[src/rtl/counter1_seq_arb.sv]
// Round-robin sequencer for the shared 1-bit toggle counter: grants one requester,
// clears the counter, enables it for N cycles, drains the gate pipeline, returns the count.
module counter1_seq_arb #(
  parameter int LEN_W   = 4,
  parameter int CNT_LAT = 3,
  parameter int RST_CYC = 4
) (
  input  logic             GCLK_Pad,
  input  logic             rst_Pad,
  input  logic             req0_Pad,
  input  logic [LEN_W-1:0] len0,
  input  logic             req1_Pad,
  input  logic [LEN_W-1:0] len1,
  output logic [1:0]       gnt,
  output logic             cnt_rst_Pad,
  output logic             cnt_en_Pad,
  input  logic             count_Pad,
  output logic             done,
  output logic             result,
  output logic             err,
  output logic             busy
);

  localparam int CLR_W = $clog2(RST_CYC + 1);
  localparam int DRN_W = $clog2(CNT_LAT + 1);
  localparam logic [CLR_W-1:0] CLR_LOAD = CLR_W'(RST_CYC - 1);
  localparam logic [DRN_W-1:0] DRN_LOAD = DRN_W'(CNT_LAT - 1);

  typedef enum logic [2:0] {IDLE, CLR, RUN, DRAIN, DONE} state_t;

  state_t           state;
  logic             rr_last;
  logic             win;
  logic [LEN_W-1:0] n;
  logic [LEN_W-1:0] run_cnt;
  logic [CLR_W-1:0] clr_cnt;
  logic [DRN_W-1:0] drn_cnt;

  // Returns 1 when requester 1 should be granted; ties go to the one not served last.
  function automatic logic pick_one(input logic r0, input logic r1, input logic last);
    if (r0 && r1) return ~last;
    return r1;
  endfunction

  // The counter toggles once per enabled cycle, so a healthy count equals N's LSB.
  function automatic logic parity_err(input logic cnt, input logic [LEN_W-1:0] len);
    return cnt ^ len[0];
  endfunction

  always_comb win = pick_one(req0_Pad, req1_Pad, rr_last);

  always_ff @(posedge GCLK_Pad) begin
    if (rst_Pad) begin
      state       <= IDLE;
      gnt         <= 2'b00;
      cnt_rst_Pad <= 1'b1;
      cnt_en_Pad  <= 1'b0;
      done        <= 1'b0;
      result      <= 1'b0;
      err         <= 1'b0;
      busy        <= 1'b0;
      rr_last     <= 1'b1;
    end else begin
      case (state)
        IDLE: begin
          cnt_rst_Pad <= 1'b1;
          cnt_en_Pad  <= 1'b0;
          done        <= 1'b0;
          if (req0_Pad || req1_Pad) begin
            gnt     <= win ? 2'b10 : 2'b01;
            n       <= win ? len1 : len0;
            rr_last <= win;
            clr_cnt <= CLR_LOAD;
            busy    <= 1'b1;
            state   <= CLR;
          end
        end
        CLR: begin
          if (clr_cnt == '0) begin
            cnt_rst_Pad <= 1'b0;
            if (n != '0) begin
              cnt_en_Pad <= 1'b1;
              run_cnt    <= n - LEN_W'(1);
              state      <= RUN;
            end else begin
              drn_cnt <= DRN_LOAD;
              state   <= DRAIN;
            end
          end else begin
            clr_cnt <= clr_cnt - CLR_W'(1);
          end
        end
        RUN: begin
          if (run_cnt == '0) begin
            cnt_en_Pad <= 1'b0;
            drn_cnt    <= DRN_LOAD;
            state      <= DRAIN;
          end else begin
            run_cnt <= run_cnt - LEN_W'(1);
          end
        end
        DRAIN: begin
          // The last enabled toggle has landed on count_Pad by the final drain cycle.
          if (drn_cnt == '0) begin
            done   <= 1'b1;
            result <= count_Pad;
            err    <= parity_err(count_Pad, n);
            state  <= DONE;
          end else begin
            drn_cnt <= drn_cnt - DRN_W'(1);
          end
        end
        DONE: begin
          done        <= 1'b0;
          gnt         <= 2'b00;
          busy        <= 1'b0;
          cnt_rst_Pad <= 1'b1;
          state       <= IDLE;
        end
        default: state <= IDLE;
      endcase
    end
  end

endmodule

[config.mk]
export PLATFORM = sky130hd
export DESIGN_NAME = counter1_seq_arb
export DESIGN_NICKNAME = d
export VERILOG_FILES = /design/src/rtl/counter1_seq_arb.sv
export SDC_FILE = /design/constraint.sdc
export NUM_CORES = 1
export LEC_CHECK = 0
export ABC_CLOCK_PERIOD_IN_PS = 1700
export CAP_MARGIN = 5
export CORE_ASPECT_RATIO = 1.1
export CORE_MARGIN = 8
export CORE_UTILIZATION = 25
export CTS_CLUSTER_SIZE = 24
export DETAILED_ROUTE_END_ITERATION = 12
export GPL_TIMING_DRIVEN = 0
export SLEW_MARGIN = 20
export SYNTH_ARGS = -nofsm -noshare
export SYNTH_HDL_FRONTEND = slang
export SYNTH_SLANG_ARGS = --single-unit
[constraint.sdc]
create_clock -name GCLK_Pad -period 1.7 [get_ports GCLK_Pad]
set_input_delay 0.34 -clock GCLK_Pad [delete_from_list [all_inputs] [get_ports GCLK_Pad]]
set_output_delay 0.34 -clock GCLK_Pad [all_outputs]
set_load 0.005 [all_outputs]
# --- After elaboration in Yosys (flattened, before gate mapping) ---
# Index checks and enable logic that the tools add are counted.
classes:
  n_addsub: 4
  n_mul: 0
  n_div: 0
  magnitude_cmp: 0
  eq_ne: 13
  n_shift: 0
  muxes: 35
  bitwise_logic: 3
  n_reduce_logical: 26
op_table:
  columns: ["cell", "count"]
  rows:
  - ["3-bit two-way mux", 6]
  - ["2-bit inequality test (second input constant)", 9]
  - ["4-bit two-way mux", 4]
  - ["2-bit two-way mux", 6]
  - ["3-bit one-hot mux with 4 select lines", 1]
  - ["4-bit AND reduction", 3]
  - ["1-bit two-way mux", 10]
  - ["2-bit AND reduction", 5]
  - ["2-bit nonzero test", 5]
  - ["4-bit one-hot mux with 2 select lines", 1]
  - ["4-bit by 1-bit subtractor with 4-bit output (second input constant)", 2]
  - ["3-bit by 2-bit equality test with 1-bit output (second input constant)", 2]
  - ["3-bit logical NOT", 2]
  - ["1-bit one-hot mux with 2 select lines", 3]
  - ["2-bit one-hot mux with 3 select lines", 1]
  - ["3-bit one-hot mux with 2 select lines", 1]
  - ["6-bit AND reduction", 1]
  - ["3-bit nonzero test", 2]
  - ["5-bit AND reduction", 1]
  - ["4-bit logical NOT", 1]
  - ["2-bit one-hot mux with 2 select lines", 1]
  - ["4-bit nonzero test", 1]
  - ["3-bit by 1-bit equality test with 1-bit output (second input constant)", 1]
  - ["3-bit equality test (second input constant)", 1]
  - ["other kinds (10)", 11]
word_totals:
  register_bits: 25
  latchBits: 0
  ram_bits: 0
  romBits: 0
  input_bits: 13
  out_inout_bits: 8
  word_cells: 94
  mem_count: 0

# --- Depth between registers and ports, before layout ---
# Gate-level depths: netlist of run 1.
logic_depth:
  ltp_word: 6
  mapped_depth: 6
  mapped_depth_nobuf: 6

# --- Least setup slack after synthesis of run 1 ---
# OpenSTA, ideal clock, no wires.
synth_timing:
  kind: "register -> register"
  startpoint: "register clr_cnt[0]"
  endpoint: "register run_cnt[0] (enable)"
  setup_time_ns: 0.329
  arrival_time_ns: 1.553
  required_time_ns: 1.371
  slack_ns: -0.182
  stages_incl_launch_ff: 7
  path_buffers: 0
  period_less_slack_ns: 1.882
  path_cell_list: "edfxtp_1 > inv_1 > ha_1 > nor2b_1 > nor2_1 > or4_1 > nor2_1"
synth_via:
  elab_chain_cells: 3
synth_lines:
  columns: ["element", "line_no", "rtl"]
  rows:
  - ["from (decl)", "36", "logic [CLR_W-1:0] clr_cnt;"]
  - ["from (signal assigned)", "90", "clr_cnt <= clr_cnt - CLR_W'(1);"]
  - ["3-bit logical NOT", "79", "if (clr_cnt == '0) begin"]
  - ["2-bit inequality test (no source line)", null, null]
  - ["5-bit AND reduction (no source line)", null, null]
  - ["to (signal assigned)", "83", "run_cnt <= n - LEN_W'(1);"]
  - ["to (signal assigned)", "99", "run_cnt <= run_cnt - LEN_W'(1);"]
  - ["to (decl)", "35", "logic [LEN_W-1:0] run_cnt;"]
# No other way between the ends.
# A chain may end at the register's enable or synchronous reset.

# --- Worst setup path in the final report of run 1 ---
layout_timing:
  startpoint: "input port rst_Pad"
  endpoint: "register run_cnt[3] (enable)"
layout_via:
  elab_chain_cells: 2
layout_lines:
  columns: ["element", "line_no", "rtl"]
  rows:
  - ["from (decl)", "9", "input logic rst_Pad,"]
  - ["1-bit inverter (no source line)", null, null]
  - ["5-bit AND reduction (no source line)", null, null]
# No other way between the ends.

==> impl_metrics.env, run 1 <==
export IMPL_p_total_uw=2313
export IMPL_cp_slowest_cell="or4_4"
export IMPL_hold_viol=0
export IMPL_ios=21
export IMPL_dp_hpwl_um=1966
export IMPL_p_leak_uw=0.0006359
export IMPL_cap_violations=0
export IMPL_syn_avg_cell_area_um2=10.55
export IMPL_critical_path_top_delay_family="simple AND/OR/NAND/NOR gates"
export IMPL_worstReg2RegEnd="run_cnt[3]"
export IMPL_rsz0062_at_grt="yes"
export IMPL_synth_edf_count=13
export IMPL_die_w_um=84.43
export IMPL_port_buffer_count=20
export IMPL_final_util_pct=34.76
export IMPL_hold_ws_ps=459.3
export IMPL_final_nets=170
export IMPL_reg2reg_from="clr_cnt[0]"
export IMPL_num_rows=27
export IMPL_preCtsSetupSlack_ps=-380.7
export IMPL_violations="setup timing"
export IMPL_hold_path_class="reg2reg"
export IMPL_crit_path_start="rst_Pad"
export IMPL_initial_utilization_pct=25.75
export IMPL_powerDensity_nw_per_um2=1331
export IMPL_relSlewSlack_pct=61.17
export IMPL_path_class="in2reg"
export IMPL_antenna_found_initial=0
export IMPL_finalClockSkew_ps=2.732
export IMPL_cts_root_buffer_cell="clkbuf_8"
export IMPL_via_count=987
export IMPL_gp_congestion=0.7429
export IMPL_routedWlPerCell_um=12.66
export IMPL_path_cells="clkdlybuf4s50_1 -> or4_4 -> nor2_4"
export IMPL_htreeDepth=1
export IMPL_synth_nets=139
export IMPL_yosysWarnings=0
export IMPL_synth_flop_cell="edfxtp_1"
export IMPL_worstPathArrival_ps=1700
export IMPL_cp_depth=3
export IMPL_dr_pass1_iters=4
export IMPL_fill_cells=515
export IMPL_synth_seq_cells=25
export IMPL_rrSetupSlack_ps=-10
export IMPL_clk_latency_ps=270
export IMPL_worstSetupEndpointType="flop"
export IMPL_syn_area_um2=1287
export IMPL_core_um2=5000
export IMPL_grt_total_usage_pct=7.142
export IMPL_finalMaxSlewViolations=0
export IMPL_drc=0
export IMPL_synth_cells=122
export IMPL_viasPerCell=4.700
export IMPL_ir_worst_vdd_mv=0.5982
export IMPL_worst_path_max_fanout=6
export IMPL_grt_pass1_wl_um=4609
export IMPL_drt_wl_total_um=2658
export IMPL_cts_sinks=25
export IMPL_critPathBufInv=1
export IMPL_drive_gt1_share_pct=25.66
export IMPL_yosysUniqueCellTypes=45
export IMPL_drt_iter0_drc=18
export IMPL_fin_crit_sh_pct=101.4
export IMPL_finalCriticalPeriod_ps=1724
export IMPL_clk_pin_slew_ps=90
export IMPL_dieArea_um2=7705
export IMPL_diodes=0
export IMPL_worstRegToRegCells=6
export IMPL_worstMarginPinSlew_ps=582.4
export IMPL_cts_buffer_depth=2
export IMPL_cp_endpoint="run_cnt[3]"
export IMPL_fmax_mhz=580.2
export IMPL_grt_max_degree=15
export IMPL_overflow=0
export IMPL_start_kind="input pin"
export IMPL_cts_buffers=3
export IMPL_status="finished, violations left"
export IMPL_synthArstFlopShare_pct=0
export IMPL_area_growth_pct=34.99
export IMPL_die_h_um=91.27
export IMPL_setup_ws_ps=-23.59
export IMPL_cts_tree="built"
export IMPL_ant_nets=0
export IMPL_cp_slowest_stage_delay_ps=620
export IMPL_setup_violations=6
export IMPL_grt_pass1_vias=1036
export IMPL_ys_seq_area_share_pct=48.98
export IMPL_cts_hold_buf=0
export IMPL_crit_required_ps=1680
[kinds of logic after synthesis]
| family | count (synthesis) | synth area share (%) |
|---|---|---|
| compound gates | 24 | 13.61 |
| xor+xnor | 3 | 2.041 |
| fa+ha+maj | 4 | 3.887 |
| buf+inv | 13 | 5.053 |
| flops | 25 | 48.98 |
| mux | 8 | 6.608 |
| simple gates | 45 | 19.83 |
[report_power, final]
part           total, uW  internal, uW  switching, uW
registers            909           822           86.7
clock network        352           164            188
logic               1050           508            544
total               2310          1490            819
[cell usage after synthesis, drive strengths merged, types with 2 or more instances]
master | n | area (um2)
mux2 | 4 | 45.04
clkbuf | 3 | 11.26
mux2i | 4 | 40.04
dfxtp | 12 | 240.2
nor2b | 2 | 12.51
edfxtp | 13 | 390.4
nor3 | 3 | 15.01
nor3b | 2 | 20.02
xnor2 | 2 | 17.52
or3b | 2 | 20.02
or4 | 2 | 18.77
nand2 | 8 | 30.03
inv | 7 | 26.28
a21oi | 8 | 43.79
nor2 | 15 | 56.30
ha | 4 | 50.05
or3 | 2 | 12.51
buf | 3 | 27.52
o21ai | 3 | 15.01
nor4 | 3 | 31.28
a31oi | 2 | 12.51
[stage by stage]
stage          instance area (um2)  cells  setup TNS [ps]
2_1_floorplan                 1300    122          -158.6
4_1_cts                       1684    208          -385.8
3_5_place_dp                  1573    200           -5048
3_3_place_gp                  1573    200           -4834
6_report                      1738    210          -111.6
5_1_grt                       1738    210          -516.0
[layer usage]
metal,track usage (%),part of all wire [%],vias to the layer above
met4,4.012,2.9,0
li1,-,-,504
met1,8.408,47,452
met3,1.622,2.9,7
met2,11.70,47,24
met5,0,0,-
[flip-flops by register name (all words and copies together) (netlist names)]
register	cells
cnt_en_Pad	1
cnt_rst_Pad	1
state	3
busy	1
n	4
err	1
gnt	2
rr_last	1
result	1
clr_cnt	3
drn_cnt	2
run_cnt	4
done	1
[worst min-delay path: cells and delay by family (launching register included)]
family | cells | cell delay (ps)
DFF | 1 | 320
and+or+nand+nor | 1 | 50
AOI/OAI and AO/OA | 1 | 50
[area by class of cell]
class                           count  area [um2]  share of cell area [%]
Buffer                              5       35.03                   2.016
Clock inverter                      1       5.005                  0.2880
Clock buffer                        3       41.29                   2.376
Sequential cell                    25       631.9                   36.36
Tap cell                           58       72.57                   4.176
Timing Repair Buffer               27       252.7                   14.54
Multi-Input combinational cell     84       673.1                   38.73
Inverter                            7       26.28                   1.512
[worst min path at each step]
| stage | slack [ps] | startpoint | depth (start not counted) | to |
|---|---|---|---|---|
| final | 460 | result | 2 | result |
| after global routing | 490 | result | 2 | result |
| after detailed placement | 450 | result | 2 | result |
| after floorplan | 450 | rst_Pad | 2 | rr_last |
| after global placement | 450 | result | 2 | result |
| after CTS | 470 | result | 2 | result |
[cell usage in the layout, fill, tap and decap left out, drive strengths merged, types with 3 or more instances in the layout]
master	count
clkdlybuf4s50	20
edfxtp	13
ha	4
nor2	15
nor4	3
inv	7
nor3	3
mux2	4
dfxtp	12
buf	10
o21ai	3
a21oi	8
mux2i	4
clkbuf	5
nand2	8
[what timing repair did]
action,in CTS,in global routing
pin swaps,4,2
setup endpoints to repair,17,8
hold endpoints to repair,0,0
buffers inserted,5,2
gates resized for setup,6,9
Note: power is estimated with default switching activity, not from simulation.
==> run 2, diff against run 1 <==
--- a/config.mk
+++ b/config.mk
@@ -6,9 +6,9 @@
 export NUM_CORES = 1
 export LEC_CHECK = 0
-export ABC_CLOCK_PERIOD_IN_PS = 1700
 export CAP_MARGIN = 5
 export CORE_ASPECT_RATIO = 1.1
 export CORE_MARGIN = 8
 export CORE_UTILIZATION = 25
+export CTS_BUF_LIST = sky130_fd_sc_hd__clkbuf_8
 export CTS_CLUSTER_SIZE = 24
 export DETAILED_ROUTE_END_ITERATION = 12
==> constraint.sdc (replaced) <==
create_clock -name GCLK_Pad -period 1.7 [get_ports GCLK_Pad]
set_input_delay 0.425 -clock GCLK_Pad [delete_from_list [all_inputs] [get_ports GCLK_Pad]]
set_output_delay 0.425 -clock GCLK_Pad [all_outputs]
set_load 0.005 [all_outputs]
==> run 2 against run 1 <==
The flow still finishes with violations (setup timing). Critical path depth grew 1. Global-route usage about the same. Sequential cell count did not move. Clock-buffer cell count unchanged. Core utilization rose by 0.48 points. Wire length rose by 0.98%. Final cell count increased by 0.95%. Sequential power hardly changed. Critical path type is now reg2reg.
==> impl_metrics.env, run 2 (synthesis results as in run 1) <==
export IMPL_violations="setup timing"
export IMPL_rsz0062_at_grt="yes"
export IMPL_drt_wl_total_um=2684
export IMPL_cts_hold_buf=0
export IMPL_dp_hpwl_um=1966
export IMPL_setup_violations=2
export IMPL_antenna_found_initial=0
export IMPL_status="finished, violations left"
export IMPL_reg2reg_from="n[0]"
export IMPL_final_nets=172
export IMPL_dr_pass1_iters=4
export IMPL_cp_endpoint="drn_cnt[0]"
export IMPL_regArea_um2=631.9
export IMPL_htreeDepth=1
export IMPL_finalCriticalPeriod_ps=1710
export IMPL_setup_tns_ps=-20.32
export IMPL_drc=0
export IMPL_worstSetupEndpointType="flop"
export IMPL_routedWlPerCell_um=12.66
export IMPL_core_um2=5000
export IMPL_crit_required_ps=1660
export IMPL_worstPathArrival_ps=1670
export IMPL_fmax_mhz=584.7
export IMPL_cp_slowest_cell="or4_4"
export IMPL_dpl_cell_count=200
export IMPL_cts_tree="built"
export IMPL_clk_latency_ps=270
export IMPL_port_buffer_count=20
export IMPL_crit_path_start="n[0]"
export IMPL_drt_iter0_drc=30
export IMPL_power_frac_seq_pct=38.9
export IMPL_cts_buffer_depth=2
export IMPL_worstMarginPinSlew_ps=589.8
export IMPL_num_rows=27
export IMPL_grt_total_usage_pct=7.104
export IMPL_path_cells="or4_4 -> nor3b_2 -> a21oi_2 -> nor4_4"
export IMPL_final_common_cell="clkdlybuf4s50_1"
export IMPL_path_class="reg2reg"
export IMPL_drive_gt1_share_pct=27.27
export IMPL_diodes=0
export IMPL_viasPerCell=4.679
export IMPL_cts_buffers=3
export IMPL_clk_pin_slew_ps=90
export IMPL_finalNonFillerCells=212
export IMPL_switching_share_pct=35.37
export IMPL_dieArea_um2=7705
export IMPL_top_regs="n x4, run_cnt x4"
export IMPL_worstReg2RegEnd="drn_cnt[0]"
export IMPL_ant_nets=0
export IMPL_worstRegToRegCells=4
export IMPL_cp_slowest_stage_delay_ps=570
export IMPL_grt_max_degree=15
export IMPL_die_w_um=84.43
export IMPL_grt_pass1_wl_um=4581
export IMPL_cts_sinks=25
export IMPL_clock_power_share_pct=15.0
export IMPL_rrSetupSlack_ps=-10
export IMPL_fill_cells=512
export IMPL_hold_path_class="reg2reg"
export IMPL_p_int_uw=1514
export IMPL_via_count=992
export IMPL_gp_congestion=0.7429
export IMPL_multiInputGateArea_um2=683.2
export IMPL_die_h_um=91.27
export IMPL_cts_root_buffer_cell="clkbuf_8"
export IMPL_worst_path_max_fanout=3
export IMPL_combPwrFrac_pct=46.0
export IMPL_grt_pass1_vias=1026
export IMPL_powerDensity_nw_per_um2=1330
export IMPL_ir_worst_vdd_mv=0.6003
export IMPL_relSlewSlack_pct=60.68
export IMPL_initial_utilization_pct=25.75
export IMPL_ios=21
export IMPL_hold_viol=0
export IMPL_finalClockSkew_ps=3.183
export IMPL_start_kind="flop"
export IMPL_finalMaxSlewViolations=0
export IMPL_cap_violations=0
export IMPL_final_cell_mix="clkdlybuf4s50_1, edfxtp_1, nor2_1, dfxtp_1, buf_4"
export IMPL_overflow=0
export IMPL_p_leak_uw=0.0006534
export IMPL_fin_crit_sh_pct=100.6
export IMPL_setup_ws_ps=-10.24
export IMPL_area_growth_pct=36.83
export IMPL_switchingPower_uw=828.7
[run 2: cell types whose count changed in the layout (fill, tap and decap cells not counted)]
cell / previous run / this run
buf_4: 7 / 9
a21boi_2: 1 / 0
a21boi_4: 0 / 1
clkdlybuf4s50_1: 20 / 19
dlygate4sd2_1: 0 / 1
nor2_1: 12 / 11
nor2_2: 1 / 2
[run 2: layer usage]
layer / wire (um) / track usage [%] / vias to the layer above / share of wire [%]
met3: 82 / 1.622 / 7 / 3.1
met1: 1268 / 8.461 / 458 / 47
met4: 78 / 4.012 / 0 / 2.9
li1: - / - / 506 / -
met5: 0 / 0 / - / 0
met2: 1254 / 11.51 / 21 / 47
[run 2: power by group through the flow]
stage / combinational, uW / clock, uW / sequential, uW
after global placement: 898 / 0 / 926
after global routing: 1180 / 387 / 931
after floorplan: 676 / 0 / 909
after detailed placement: 903 / 0 / 929
after CTS: 988 / 366 / 910
final: 1080 / 352 / 912
[run 2: through the flow]
| step | power (uW) | hold WS, ps | instance area [um2] | util, % | setup WS, ps |
|---|---|---|---|---|---|
| 2_1_floorplan | 1584 | 452.7 | 1300 | - | -42.21 |
| 3_3_place_gp | 1824 | 448.8 | 1573 | 31.46 | -439.5 |
| 3_5_place_dp | 1832 | 452.0 | 1573 | 31.46 | -465.7 |
| 4_1_cts | 2264 | 465.5 | 1694 | 33.88 | -71.41 |
| 5_1_grt | 2493 | 494.9 | 1762 | 35.24 | -74.62 |
| 6_report | 2343 | 459.3 | 1762 | 35.24 | -10.24 |
[run 2: worst min-delay path by stage]
stage / from / endpoint / slack [ps] / cells after the start
after global routing: result / result / 490 / 2
after floorplan: done / done / 450 / 2
after detailed placement: result / result / 450 / 2
final: result / result / 460 / 2
after global placement: result / result / 450 / 2
after CTS: result / result / 470 / 2
[run 2: worst max-delay path: cells and delay by family, from the launching register on]
kind | cells | cell delay [ps]
AO/OA/AOI/OAI | 1 | 60
flip-flops | 1 | 390
AND/OR/NAND/NOR | 3 | 940
[run 2: timing repair]
| item | in CTS | in global routing |
|---|---|---|
| buffers inserted | 6 | 3 |
| resized for setup | 9 | 9 |
| endpoints found under the setup margin | 17 | 15 |
| pin swaps | 4 | 0 |
[run 2: cell type report]
cell class	count	share of cell area [%]
clock inverter	1	0.2841
sequential	25	35.87
inverter	7	1.491
multi-input combinational	84	38.78
timing repair buffer	29	15.13
buffer	5	1.989
clock buffer	3	2.344
tap	58	4.119
==> run 3, diff against run 2 <==
clock period = 1.9 ns   (was 1.7 ns; I/O delays follow)
==> run 3 against run 2 <==
Critical path depth decreased by 1. Die area is the same. The flow now finishes without violations. Largest cell class is now registers. Via count fell by 2.1%.
==> impl_metrics.env, run 3 (synthesis results as in run 1) <==
export IMPL_cts_sinks=25
export IMPL_cts_hold_buf=0
export IMPL_path_class="in2reg"
export IMPL_cp_slowest_cell="or4_4"
export IMPL_overflow=0
export IMPL_area_growth_pct=29.64
export IMPL_worstSetupEndpointType="flop"
export IMPL_path_cells="clkdlybuf4s50_1 -> or4_4 -> nor2_4"
export IMPL_grt_pass1_wl_um=4547
export IMPL_finalCriticalPeriod_ps=1806
export IMPL_status="complete, no violations"
export IMPL_switching_share_pct=34.61
export IMPL_dieArea_um2=7705
export IMPL_viasPerCell=4.668
export IMPL_relSlewSlack_pct=62.45
export IMPL_power_frac_seq_pct=41.2
export IMPL_fmax_mhz=553.6
export IMPL_start_kind="input pin"
export IMPL_final_nets=168
export IMPL_diodes=0
export IMPL_cts_buffers=3
export IMPL_worstMarginPinSlew_ps=563.2
export IMPL_switchingPower_uw=686.9
export IMPL_powerDensity_nw_per_um2=1189
export IMPL_ios=21
export IMPL_hold_viol=0
export IMPL_p_leak_uw=0.0006203
export IMPL_ant_nets=0
export IMPL_antenna_found_initial=0
export IMPL_top_regs="n x4, run_cnt x4"
export IMPL_worstPathArrival_ps=1780
export IMPL_fin_crit_sh_pct=95.07
export IMPL_final_cell_mix="clkdlybuf4s50_1, nor2_1, edfxtp_1"
export IMPL_gp_congestion=0.7982
export IMPL_die_h_um=91.27
export IMPL_fill_cells=513
export IMPL_design_area_um2=1669
export IMPL_dpl_cell_count=200
export IMPL_initial_utilization_pct=25.75
export IMPL_num_rows=27
export IMPL_cts_root_buffer_cell="clkbuf_8"
export IMPL_crit_required_ps=1870
export IMPL_setup_violations=0
export IMPL_routedWlPerCell_um=12.55
export IMPL_core_um2=5000
export IMPL_drive_gt1_share_pct=19.33
export IMPL_drc=0
export IMPL_finalClockSkew_ps=12.14
export IMPL_cap_violations=0
export IMPL_postPlaceCellArea_um2=1560
export IMPL_via_count=971
export IMPL_port_buffer_count=20
export IMPL_drt_iter0_drc=34
export IMPL_preCtsSetupSlack_ps=-273.1
export IMPL_clk_latency_ps=270
export IMPL_grt_pass1_vias=975
export IMPL_final_common_cell="clkdlybuf4s50_1"
export IMPL_clock_power_share_pct=16.2
export IMPL_finalMaxSlewViolations=0
export IMPL_drt_wl_total_um=2611
export IMPL_grt_max_degree=16
export IMPL_cts_buffer_depth=2
export IMPL_grt_total_usage_pct=7.178
export IMPL_cts_tree="built"
export IMPL_worst_path_max_fanout=6
export IMPL_clk_pin_slew_ps=90
export IMPL_dp_hpwl_um=2025
export IMPL_setup_tns_ps=0
export IMPL_setup_ws_ps=93.70
export IMPL_die_w_um=84.43
export IMPL_cp_slowest_stage_delay_ps=600
export IMPL_hold_path_class="reg2reg"
export IMPL_finalNonFillerCells=208
export IMPL_final_util_pct=33.38
export IMPL_dr_pass1_iters=4
export IMPL_combPwrFrac_pct=42.7
export IMPL_htreeDepth=1
export IMPL_ir_worst_vdd_mv=0.5776
export IMPL_p_int_uw=1298
[run 3: cell types whose count changed in the layout (fill, tap and decap cells not counted), sizes merged]
cell	before	now
clkbuf	5	6
dlygate4sd2	1	0
buf	12	7
clkinv	1	0
inv	7	8
clkdlybuf4s50	19	20
[run 3: power groups by stage]
stage               clock [uW]  sequential [uW]  combinational [uW]
floorplan                    0              809                 592
finish                     321              817                 847
CTS                        329              820                 823
global route               349              838                 952
global placement             0              824                 788
detailed placement           0              828                 799
[run 3: per-layer routing]
metal | part of all wire, % | vias up | GRT usage, %
li1 | - | 495 | -
met2 | 50 | 22 | 12.16
met1 | 44 | 449 | 8.404
met5 | 0 | - | 0
met3 | 4.1 | 5 | 1.712
met4 | 1.5 | 0 | 3.120
[run 3: cell type report]
class	count	area (um2)	share of cell area, %
sequential	25	630.6	37.78
multi-input combinational	84	623.1	37.33
timing repair buffer	24	230.2	13.79
tap	58	72.57	4.348
clock buffer	3	41.29	2.474
buffer	6	38.79	2.324
inverter	7	26.28	1.574
clock inverter	1	6.256	0.3748
[run 3: final timing paths]
kind / startpoint / to / slack, ps / cells after the start
hold / removal: result / result / 460 / 2
setup / recovery: rst_Pad / run_cnt[2] / 90 / 3
hold reg to reg: result / result / 460 / 2
setup reg to reg: n[2] / drn_cnt[0] / 100 / 4
[run 3: timing repair]
action | 4_1_cts | 5_1_grt
setup buffers | 0 | 4
gates cloned | 0 | 0
endpoints found under the setup margin | 8 | 13
resized for setup | 5 | 3
pin swaps | 0 | 2
[run 3: through the flow]
| step | hold slack, ps | total power [uW] |
|---|---|---|
| 2_1_floorplan | 452.7 | 1401 |
| 3_3_place_gp | 446.4 | 1612 |
| 3_5_place_dp | 447.6 | 1627 |
| 4_1_cts | 461.4 | 1972 |
| 5_1_grt | 479.5 | 2138 |
| 6_report | 459.4 | 1985 |
[run 3: critical path: cells and delay by family]
kind	cells	cell delay (ps)
simple gates	2	770
buf+inv	1	540
